<file path="src/rtl/ssp_tx_ctrl.sv">
// SSP transmit sequencer: pops FIFO bytes into shift_reg_tx and generates the
// serial clock, the TI-style frame-sync pulse and the per-bit shift strobes.
//
// state | meaning
// IDLE  | no frame; launches one when enabled and the FIFO has data
// FRAME | frame-sync phase, one serial-clock period with fss_o high
// SHIFT | DATA_W bit periods; shift strobes at the start of bits 1..DATA_W-1
module ssp_tx_ctrl #(
  parameter int DATA_W  = 8,
  parameter int CLK_DIV = 2
) (
  input  logic clk_i,
  input  logic rst_i,
  input  logic enable,
  input  logic fifo_empty,
  output logic fifo_rd,
  output logic ld,
  output logic shift,
  output logic sclk_o,
  output logic fss_o,
  output logic busy,
  output logic done
);

  localparam int CNT_W = $clog2(2 * CLK_DIV);
  localparam int BIT_W = $clog2(DATA_W);
  localparam logic [CNT_W-1:0] CNT_LAST = CNT_W'(2 * CLK_DIV - 1);
  localparam logic [CNT_W-1:0] CNT_HALF = CNT_W'(CLK_DIV);
  localparam logic [BIT_W-1:0] BIT_LAST = BIT_W'(DATA_W - 1);

  typedef enum logic [1:0] {
    IDLE  = 2'd0,
    FRAME = 2'd1,
    SHIFT = 2'd2
  } state_t;

  state_t           state, state_next;
  logic [CNT_W-1:0] cnt, cnt_next;
  logic [BIT_W-1:0] bit_cnt, bit_cnt_next;
  logic             start;
  logic             pop;

  always_ff @(posedge clk_i or posedge rst_i) begin
    if (rst_i) begin
      state   <= IDLE;
      cnt     <= '0;
      bit_cnt <= '0;
    end else begin
      state   <= state_next;
      cnt     <= cnt_next;
      bit_cnt <= bit_cnt_next;
    end
  end

  assign start = enable && !fifo_empty;

  always_comb begin
    state_next   = state;
    cnt_next     = cnt;
    bit_cnt_next = bit_cnt;
    pop          = 1'b0;
    shift        = 1'b0;
    fss_o        = 1'b0;
    busy         = 1'b0;
    done         = 1'b0;
    case (state)
      IDLE: begin
        cnt_next     = '0;
        bit_cnt_next = '0;
        if (start) begin
          pop        = 1'b1;
          state_next = FRAME;
        end
      end
      FRAME: begin
        fss_o = 1'b1;
        busy  = 1'b1;
        if (cnt == CNT_LAST) begin
          cnt_next     = '0;
          bit_cnt_next = '0;
          state_next   = SHIFT;
        end else begin
          cnt_next = cnt + 1'b1;
        end
      end
      SHIFT: begin
        busy = 1'b1;
        // MSB is on q straight after the load, so bit 0 gets no strobe
        shift = (cnt == '0) && (bit_cnt != '0);
        if (cnt == CNT_LAST) begin
          cnt_next = '0;
          if (bit_cnt == BIT_LAST) begin
            done         = 1'b1;
            bit_cnt_next = '0;
            if (start) begin
              pop        = 1'b1;
              state_next = FRAME;
            end else begin
              state_next = IDLE;
            end
          end else begin
            bit_cnt_next = bit_cnt + 1'b1;
          end
        end else begin
          cnt_next = cnt + 1'b1;
        end
      end
      default: begin
        state_next   = IDLE;
        cnt_next     = '0;
        bit_cnt_next = '0;
      end
    endcase
  end

  // The IDLE pop is combinational on the inputs; mask it so reset keeps it low.
  assign fifo_rd = pop && !rst_i;
  assign ld      = fifo_rd;
  assign sclk_o  = (state != IDLE) && (cnt < CNT_HALF);

endmodule

</file>
<file path="config.mk">
export PLATFORM = sky130hd
export DESIGN_NAME = ssp_tx_ctrl
export DESIGN_NICKNAME = d
export VERILOG_FILES = /design/src/rtl/ssp_tx_ctrl.sv
export SDC_FILE = /design/constraint.sdc
export NUM_CORES = 1
export LEC_CHECK = 0
export CORE_MARGIN = 2
export CORE_UTILIZATION = 30
export DETAILED_ROUTE_END_ITERATION = 7
export GPL_ROUTABILITY_DRIVEN = 0
export GPL_TIMING_DRIVEN = 0
export PLACE_DENSITY = 0.6
export SLEW_MARGIN = 10
export SYNTH_ARGS = -nofsm -noshare
export SYNTH_HDL_FRONTEND = slang
export SYNTH_SLANG_ARGS = --single-unit
</file>
<file path="constraint.sdc">
create_clock -name clk_i -period 1.33 [get_ports clk_i]
set_clock_uncertainty 0.1 [all_clocks]
set_input_delay 0.133 -clock clk_i [delete_from_list [all_inputs] [get_ports clk_i]]
set_output_delay 0.133 -clock clk_i [all_outputs]
set_load 0.03 [all_outputs]
</file>
# --- Yosys cells after proc, flatten, opt, wreduce, memory -nomap -nowiden ---
# Index checks and enable logic that the tools add are counted.
op_classes:
  addsub: 2
  n_mul: 0
  div_mod_pow: 0
  magnitude_cmp: 1
  eq_ne: 8
  n_shift: 0
  n_mux: 22
  bitwise_logic: 0
  reduce_logical: 13
ops:
  columns: ["op", "count"]
  rows:
  - ["$mux W2", 6]
  - ["$mux W1", 10]
  - ["$mux W3", 3]
  - ["$ne A2 B2 Y1 const B", 4]
  - ["$pmux W2 S3", 1]
  - ["$pmux W3 S2", 1]
  - ["$eq A2 B2 Y1 const B", 2]
  - ["$logic_and A1 B1 Y1", 4]
  - ["$logic_not A2 Y1", 2]
  - ["$reduce_and A4 Y1", 1]
  - ["$add A3 B1 Y3 const B", 1]
  - ["$eq A3 B3 Y1 const B", 1]
  - ["$reduce_bool A3 Y1", 1]
  - ["$add A2 B1 Y2 const B", 1]
  - ["$eq A2 B1 Y1 const B", 1]
  - ["$logic_not A1 Y1", 2]
  - ["$lt A2 B2 Y1 const B", 1]
  - ["$pmux W1 S2", 1]
  - ["$reduce_and A2 Y1", 1]
  - ["$reduce_bool A2 Y1", 1]
  - ["$reduce_or A2 Y1", 1]
word_totals:
  reg_bits: 7
  latch_bits: 0
  ram_bits: 0
  romBits: 0
  n_memories: 0

# --- Longest topological paths before layout ---
# Gate-level depths: netlist of run 1.
depth:
  word_depth: 7
  depth_mapped: 7
  ltp_nobuf: 5

# --- Least setup slack after synthesis of run 1 ---
# OpenSTA, ideal clock, no wires.
synth_timing:
  path_type: "reg-to-output"
  startpoint: "reg state[0]"
  endpoint: "out ld"
  t_arrival_ns: 2.167
  path_slack_ns: -1.070
  stages_incl_launch_ff: 8
  path_buffers: 2
  cell_sequence: "dfrtp_1 -> inv_1 -> ha_1 -> buf_6 -> and3_1 -> nor2_1 -> nor3_1 -> buf_4"
synth_via:
  elab_chain_len: 3
synth_rtl:
  columns: ["item", "line", "text"]
  rows:
  - ["start: declaration", "37", "state_t state, state_next;"]
  - ["start signal: assignment", "49", "state <= state_next;"]
  - ["$eq A2 B2 Y1 or $logic_not A2 Y1 (tied branches)", "66", "case (state)"]
  - ["$pmux W1 S2 *", "66", null]
  - ["$logic_and A1 B1 Y1 *", "117", "assign fifo_rd = pop && !rst_i;"]
  - ["end: declaration", "17", "output logic ld,"]
# Every way passes the cells marked *; elsewhere a longest branch is shown, timed or not.

# --- Final worst setup path of run 1 ---
layout_timing:
  startpoint: "reg bit_cnt[0]"
  endpoint: "out ld"
layout_via:
  elab_chain_len: 5
layout_rtl:
  columns: ["item", "line", "text"]
  rows:
  - ["start: declaration", "39", "logic [BIT_W-1:0] bit_cnt, bit_cnt_next;"]
  - ["start signal: assignment", "51", "bit_cnt <= bit_cnt_next;"]
  - ["$eq A3 B3 Y1", "92", "if (bit_cnt == BIT_LAST) begin"]
  - ["$mux W1", "92", null]
  - ["$mux W1", "90", "if (cnt == CNT_LAST) begin"]
  - ["$pmux W1 S2", "66", null]
  - ["$logic_and A1 B1 Y1", "117", null]
# Every way passes these cells.

==> results of run 1 <==
[power by group through the flow]
stage / sequential, mW / combinational (mW) / clock [mW]
after floorplan: 0.320 / 0.715 / 0
final: 0.339 / 1.37 / 0.188
after global routing: 0.345 / 1.46 / 0.214
after global placement: 0.329 / 0.961 / 0
after CTS: 0.320 / 1.22 / 0.198
after detailed placement: 0.330 / 0.954 / 0
[worst register-to-register path, stage by stage (launching register included)]
cell and delay (ns):
dfrtp_1 0.38, ha_2 0.20, ha_4 0.15, buf_4 0.12
buf_6 0.10, buf_6 0.12, nor2b_4 0.14, a211oi_2 0.06
mux2i_1 0.14
[cells in the final DEF (no fill, tap or decap), types with 2 or more instances in the layout]
master           instances
clkbuf_4                 3
ha_1                     3
clkdlybuf4s50_1          3
dfrtp_1                  7
nor2_4                   3
a211oi_2                 2
a21oi_1                  2
ha_4                     5
buf_4                   10
a32o_2                   2
and3_4                   2
inv_2                    2
inv_1                    7
buf_6                   13
[sequential cells by signal, indices dropped and copies added, names as in the netlist]
signal and flops:
state 2, bit_cnt 3, cnt 2
[metrics by stage]
step / cell area (sq um) / TNS [ns]
final: 925.9 / -2.597
after global routing: 925.9 / -3.252
after CTS: 834.6 / -2.329
after detailed placement: 706.9 / -4.277
after global placement: 706.9 / -4.268
after floorplan: 585.6 / -1.197
[area by class of cell]
type | count | share of cell area [%]
Buffer | 1 | 1.216
Clock buffer | 4 | 2.838
Inverter | 9 | 3.649
Multi-Input combinational cell | 32 | 45.14
Sequential cell | 7 | 18.92
Tap cell | 17 | 2.297
Timing Repair Buffer | 25 | 25.95
[cells by family after synthesis]
group / after synthesis
buf+inv: 11
mux: 1
flops: 7
fa+ha+maj: 9
simple gates: 11
compound gates: 11
[worst max-delay path by stage]
stage                     cells past startpoint              startpoint  end
after floorplan                               6  bit_cnt[0]$_DFFE_PP0P_   ld
after global placement                        8    state[0]$_DFFE_PP0P_   ld
after detailed placement                      7  bit_cnt[0]$_DFFE_PP0P_   ld
after CTS                                     7  bit_cnt[0]$_DFFE_PP0P_   ld
after global routing                          7  bit_cnt[0]$_DFFE_PP0P_   ld
final                                         7  bit_cnt[0]$_DFFE_PP0P_   ld
[routing by layer]
layer	up-vias	wire [microns]	track usage [%]
met1	218	536	13.98
met4	0	16	6.857
met2	9	590	16.62
li1	229	-	-
met5	-	0	0
met3	4	39	3.571
[what timing repair did]
action,4_1_cts,5_1_grt
gates resized for setup,52,15
pin swaps,6,5
endpoints found under the setup margin,12,12
setup buffers,9,6
==> flow_summary.yaml, run 1 <==
min_path:
  min_path_type: "input port to async pin"
timing:
  hold_viol_final: 0
  worst_pin_slew_ns: 0.2801
  hold_slack_ns: 0.1182
  rsz0062_at_grt: "true"
  relSlewSlack_pct: 81.31
  finalMaxSlewViolations: 0
  max_freq_mhz: 566.5
  finalCritPeriodShare_pct: 132.7
  finalSetupViolCount: 11
  fin_crit_ns: 1.765
  setup_ws_ns: -0.4352
global_route:
  grt_usage_pct: 11.20
  antenna_found_initial: 0
  grt_pass1_vias: 411
  grt_overflow: 0
  grt_pass1_wl_microns: 1628
  grt_max_degree: 10
critical_path:
  worstSetupEndpointType: "primary output"
  path_cells: "ha_2, ha_4, and3_4, nor2_4, nor3_4, buf_6, buf_6"
  critPathTopFamily: "simple AND/OR/NAND/NOR gates"
  r2r_cells: 8
  critPathMaxFanout: 2
  path_buf_inv: 2
  max_stage_delay_ns: 0.35
  critPathLaunchType: "flop"
  cp.arrival_ns: 1.53
  cp_slowest_cell: "dfrtp_1"
  r2r-end: "state[0]$_DFFE_PP0P_"
  path_common_cell: "buf_6"
  r2r_setup_slack_ns: -0.31
  critical_path_class: "flop to primary output"
  r2r_start: "bit_cnt[0]$_DFFE_PP0P_"
  cp.required_ns: 1.10
power_and_ir_drop:
  power.density_mw_per_mm2: 2054
  swShare_pct: 41.24
  p_leak_nw: 0.4242
  finalPower_mw: 1.902
  p_clk_share_pct: 9.9
  pwr-share-comb_pct: 72.3
  seqPwrFrac_pct: 17.8
  p_int_mw: 1.118
  power.net_switching_mw: 0.7843
  ir_worst_vdd_mv: 1.816
finish:
  regArea_sq_um: 175.2
  area_growth_syn_to_layout_pct: 76.61
  final_nets: 92
  nFillCells: 157
  fin_util_pct: 54.81
  drive_above_1_share_pct: 64.10
  antenna_cells: 0
  multi_input_area_sq_um: 417.9
  final_cells: 95
detailed_routing:
  wirelength_microns: 1182
  viasPerCell: 4.842
  drt_iter0_markers: 5
  drt-wirelength-per-cell_microns: 12.44
  final_antenna_net_count: 0
  drcViolationCount: 0
  vias: 460
  drtPass1Iterations: 2
floorplan:
  io_pins: 11
  start_util_pct: 31.04
  die-area_sq_mm: 0.002098
  die_width_microns: 45.81
  core_area_sq_mm: 0.001689
  num_rows: 15
  die_h_microns: 45.81
synth:
  ys_seq_elements: 7
  synth-adder-area-share_pct: 21.48
  synth_simple_gate_area_share_pct: 13.13
  syn_avg_cell_area_sq_um: 10.49
  synthMuxAreaShare_pct: 1.909
  synth_compound_area_share_pct: 20.05
  synth_xor_area_share_pct: 0
  seq_area_frac_synth_pct: 33.41
  synth_top_area_cell: "dfrtp_1"
  syn_nets: 63
  synth-edff-count: 0
  synth_top_family_by_area: "adder cells"
  netlist_instances: 50
  netlist_area_sq_um: 524.3
  ys_top_cells_by_count: "ha_1, inv_1, dfrtp_1"
  synth_top_cells_by_area: "dfrtp_1, ha_1, inv_1"
  synth_cell_types: 21
  ys.flop_type: "dfrtp_1"
  synth-async-reset-ratio_pct: 100.0
  synth_top_area_share_pct: 33.41
  yosysWarningCount: 0
clocking:
  clock-sinks: 7
  cts_buffer_depth: 2
  cts_tree: "yes"
  cts_hold_buf: 0
  numCtsBuffers: 3
  clk_pin_slew_ns: 0.05
  cts_root_buffer: "clkbuf_4"
  clock_latency_ns: 0.25
  htreeDepth: 1
place:
  hpwl_microns: 746.8
  numPlacedInstances: 77
  io_buffers: 10
  post-place-ws_ns: -0.8420
outcome:
  violations: "setup timing"
  status: "finished with violations"
flow_run:
  max-cap-violations: 0
Power figures use the tool's default switching activity.
==> run 2: changes to the inputs <==
CORE_MARGIN = 3   (was 2)
CORE_UTILIZATION = 35   (was 30)
PLACE_DENSITY = 0.67   (was 0.6)
==> run 2 against run 1 <==
Compared with the run above: the flow still finishes with violations (setup timing); largest cell class unchanged; global-route usage increased by 1.7 points; highest routed layer unchanged; register-to-register slack improved by 0.05 ns; critical path depth is the same; non-clock buffer count fell by 4; total power decreased by 3.4%.
==> flow_summary.yaml, run 2 (same netlist as run 1, synthesis figures left out) <==
detailed_routing:
  wirelength_microns: 1108
  final_antenna_net_count: 0
  drcViolationCount: 0
  drtPass1Iterations: 2
  viasPerCell: 4.730
  vias: 421
  drt-wirelength-per-cell_microns: 12.45
  drt_iter0_markers: 1
floorplan:
  start_util_pct: 38.83
  io_pins: 11
  num_rows: 13
  die_h_microns: 44.70
  core_area_sq_mm: 0.001350
  die-area_sq_mm: 0.001998
  die_width_microns: 44.70
timing:
  hold_viol_final: 0
  finalMaxSlewViolations: 0
  worst_pin_slew_ns: 0.3014
  hold_slack_ns: 0.1327
  finalCritPeriodShare_pct: 132.1
  relSlewSlack_pct: 79.99
  max_freq_mhz: 569.1
  final.setup.tns_ns: -2.190
  rsz0062_at_grt: "true"
  finalSetupViolCount: 11
  setup_ws_ns: -0.4271
  fin_crit_ns: 1.757
finish:
  final_cell_mix: "buf_4, buf_6, inv_1"
  top_register: "bit_cnt"
  area_growth_syn_to_layout_pct: 64.68
  fin_util_pct: 63.95
  nFillCells: 117
  final_nets: 88
  mostFrequentLayoutCell: "buf_4"
  final_cells: 89
  largest_register_ffs: 3
  drive_above_1_share_pct: 58.11
  reg_top3: "bit_cnt (3), cnt (2), state (2)"
  fin_area_sq_um: 863.3
  antenna_cells: 0
critical_path:
  r2r_start: "state[1]$_DFFE_PP0P_"
  cp.required_ns: 1.10
  r2r-end: "state[0]$_DFFE_PP0P_"
  worstSetupEndpointType: "primary output"
  critPathMaxFanout: 2
  critPathLaunchType: "flop"
  critical_path_class: "flop to primary output"
  r2r_setup_slack_ns: -0.26
  r2r_cells: 5
  cp.arrival_ns: 1.52
global_route:
  grt_overflow: 0
  grt_pass1_vias: 403
  grt_pass1_wl_microns: 1780
  grt_usage_pct: 12.94
  antenna_found_initial: 0
  grt_max_degree: 8
power_and_ir_drop:
  p_clk_share_pct: 10.3
  ir_worst_vdd_mv: 1.261
  p_int_mw: 1.064
  power.net_switching_mw: 0.7734
  seqPwrFrac_pct: 19.0
  swShare_pct: 42.09
  finalPower_mw: 1.837
  power.density_mw_per_mm2: 2128
  p_leak_nw: 0.4033
  pwr-share-comb_pct: 70.7
clocking:
  cts_tree: "yes"
  clk_pin_slew_ns: 0.05
  cts_root_buffer: "clkbuf_4"
  clock_latency_ns: 0.25
  cts_buffer_depth: 2
  numCtsBuffers: 3
  htreeDepth: 1
  clock-sinks: 7
place:
  post-place-ws_ns: -0.8630
  dpl_cell_area_sq_um: 704.4
  io_buffers: 10
  numPlacedInstances: 75
  hpwl_microns: 743.8
flow_run:
  max-cap-violations: 0
outcome:
  violations: "setup timing"
  status: "finished with violations"
min_path:
  min_path_type: "input port to async pin"
==> run 2: area by class of cell <==
type / instances / area [sq um] / area share (%)
Multi-Input combinational cell: 32 / 404.1 / 46.81
Timing Repair Buffer: 21 / 190.2 / 22.03
Sequential cell: 7 / 176.4 / 20.43
Inverter: 9 / 36.28 / 4.203
Clock buffer: 4 / 26.28 / 3.043
Tap cell: 15 / 18.77 / 2.174
Buffer: 1 / 11.26 / 1.304
==> run 2: power by group through the flow <==
stage	Clock, mW	Sequential [mW]	Combinational (mW)
2_1_floorplan	0	0.320	0.715
3_3_place_gp	0	0.327	0.954
3_5_place_dp	0	0.329	0.948
4_1_cts	0.197	0.326	1.20
5_1_grt	0.211	0.358	1.41
6_report	0.190	0.349	1.30
==> run 2: how the worst max path moves through the flow <==
stage	start	to	depth (start not counted)
2_1_floorplan	bit_cnt[0]$_DFFE_PP0P_	ld	6
3_5_place_dp	bit_cnt[0]$_DFFE_PP0P_	ld	7
6_report	bit_cnt[1]$_DFFE_PP0P_	ld	7
5_1_grt	bit_cnt[1]$_DFFE_PP0P_	ld	7
4_1_cts	bit_cnt[0]$_DFFE_PP0P_	ld	7
3_3_place_gp	bit_cnt[0]$_DFFE_PP0P_	ld	7
==> run 2: worst max-delay path, stage by stage (launching register included) <==
cell and delay, ns:
dfrtp_1 0.38, ha_2 0.20, ha_4 0.15, and3_4 0.15, nor2_4 0.10, nor3_4 0.05
buf_6 0.12, buf_6 0.12
==> run 2: repair_timing <==
item / in CTS / in global routing
resized for setup: 51 / 4
hold buffers: 0 / 0
gates cloned: 0 / 0
endpoints found under the setup margin: 12 / 12
buffers inserted: 8 / 3
pin swaps: 6 / 3
==> run 2: layer usage <==
metal  global-route usage [%]  wire (microns)  vias to the layer above
met5                        0               0                        -
met4                    10.84              37                        0
met3                    3.586              65                        4
met2                    17.19             486                       12
met1                    17.04             519                      186
li1                         -               -                      219
==> run 3: changes to the inputs <==
CORE_MARGIN = not set   (was 3)
DONT_BUFFER_PORTS = 1   (was not set)
PLACE_DENSITY = 0.57   (was 0.67)
==> run 3 against run 2 <==
Compared with the run above: clock power about the same; clock-buffer cell count unchanged; the run still ends with setup timing left; first-iteration DRC count increased to 3.0 times the previous value; sequential power decreased by 3%; via count decreased by 3.3%; highest routed layer unchanged; routed wire length decreased by 8.5%; flip-flop and latch count unchanged; design area decreased by 7.5%; global-route usage increased by 2.3 points.
==> flow_summary.yaml, run 3 (same netlist as run 1, synthesis figures left out) <==
power_and_ir_drop:
  power.density_mw_per_mm2: 2267
  ir_worst_vdd_mv: 1.519
  finalPower_mw: 1.809
  p_leak_nw: 0.3549
critical_path:
  worstSetupEndpointType: "primary output"
  max_stage_delay_ns: 0.36
  cp.required_ns: 1.10
  cp.arrival_ns: 1.75
  critical_path_class: "flop to primary output"
  critPathMaxFanout: 2
  critPathLaunchType: "flop"
  r2r_setup_slack_ns: -0.34
  path_cells: "ha_2, ha_4, and3_4, nor2_4, nor3_4, buf_6"
  cp_slowest_cell: "dfrtp_1"
detailed_routing:
  drcViolationCount: 0
  final_antenna_net_count: 0
  vias: 407
  drtPass1Iterations: 4
  drt-wirelength-per-cell_microns: 12.37
  drt_iter0_markers: 3
  wl_met1_microns: 410
  viasPerCell: 4.963
  highest_layer: "met4"
  wl_met2_microns: 533
  wl_met3_microns: 62
  wirelength_microns: 1014
clocking:
  htreeDepth: 1
  clock_latency_ns: 0.26
  cts_root_buffer: "clkbuf_4"
  numCtsBuffers: 3
  cts_buffer_depth: 2
  clk_pin_slew_ns: 0.05
  cts_tree: "yes"
  clock-sinks: 7
finish:
  reg_top3: "bit_cnt (3), cnt (2), state (2)"
  top_register: "bit_cnt"
  mostFrequentLayoutCell: "buf_4"
  antenna_cells: 0
  area_growth_syn_to_layout_pct: 52.27
  largest_register_ffs: 3
  final_nets: 81
  drive_above_1_share_pct: 59.70
  final_cell_mix: "buf_4, inv_1, dfrtp_1"
timing:
  rsz0062_at_grt: "true"
  finalCritPeriodShare_pct: 149.0
  worst_pin_slew_ns: 0.3978
  setup_ws_ns: -0.6518
  finalSetupViolCount: 12
  hold_slack_ns: 0.1547
  max_freq_mhz: 504.6
  hold_viol_final: 0
  finalMaxSlewViolations: 0
  final.setup.tns_ns: -2.903
  fin_crit_ns: 1.982
  relSlewSlack_pct: 73.39
outcome:
  status: "finished with violations"
  violations: "setup timing"
floorplan:
  die-area_sq_mm: 0.001656
  die_width_microns: 40.70
  core_area_sq_mm: 0.001350
  num_rows: 13
  io_pins: 11
  die_h_microns: 40.70
  start_util_pct: 38.83
global_route:
  grt_overflow: 0
  grt_pass1_wl_microns: 1559
  antenna_found_initial: 0
  grt_usage_pct: 15.28
  grt_pass1_vias: 406
  grt_max_degree: 10
place:
  io_buffers: 0
  hpwl_microns: 766.4
  post-place-ws_ns: -0.5548
flow_run:
  max-cap-violations: 0
min_path:
  min_path_type: "input port to async pin"
==> run 3: metal layers <==
layer	vias up	global-route usage [%]
met5	-	0
met4	0	5.000
met3	2	8.152
met2	10	25.79
met1	191	16.16
li1	204	-
==> run 3: cell type report <==
class | instances | area, sq um
fill | 107 | 551.8
inverter | 9 | 36.28
timing repair buffer | 14 | 122.6
buffer | 1 | 11.26
sequential | 7 | 176.4
clock buffer | 4 | 26.28
tap | 15 | 18.77
multi-input combinational | 32 | 406.6
==> run 3: where the power goes <==
group / internal [mW] / leakage [nW] / switching [mW] / total [mW]
combinational: 0.671 / 0.248 / 0.607 / 1.28
clock: 0.114 / 0.0150 / 0.0788 / 0.193
sequential: 0.274 / 0.0917 / 0.0638 / 0.338
==> run 3: per-stage QoR <==
| step | instances | utilization [%] | cell area [sq um] |
|---|---|---|---|
| floorplan | 50 | - | 585.6 |
| global placement | 65 | 44.76 | 604.3 |
| detailed placement | 65 | 44.76 | 604.3 |
| CTS | 80 | 56.63 | 764.5 |
| global route | 82 | 59.13 | 798.3 |
| finish | 82 | 59.13 | 798.3 |
==> run 3: worst paths after layout <==
check	start	cells past startpoint	endpoint
max	bit_cnt[0]$_DFFE_PP0P_	6	ld
max reg2reg	state[1]$_DFFE_PP0P_	7	state[0]$_DFFE_PP0P_
min reg2reg	bit_cnt[2]$_DFFE_PP0P_	1	bit_cnt[2]$_DFFE_PP0P_
max in group asynchronous	rst_i	2	cnt[1]$_DFF_PP0_
min	rst_i	2	bit_cnt[2]$_DFFE_PP0P_
min in group clk_i	enable	3	state[0]$_DFFE_PP0P_
==> run 3: repair_timing <==
action                                  CTS  global route
buffers inserted                         11             4
pin swaps                                 5             5
hold buffers                              1             0
gates resized for setup                  12             7
endpoints found under the setup margin   14            12
hold endpoints to repair                  7             0
==> run 3: critical path, delay by kind of cell, from the launching register on <==
family	cells	cell delay, ns
buffers and inverters	1	0.19
adders and majority gates	2	0.32
and+or+nand+nor	3	0.62
DFF	1	0.36
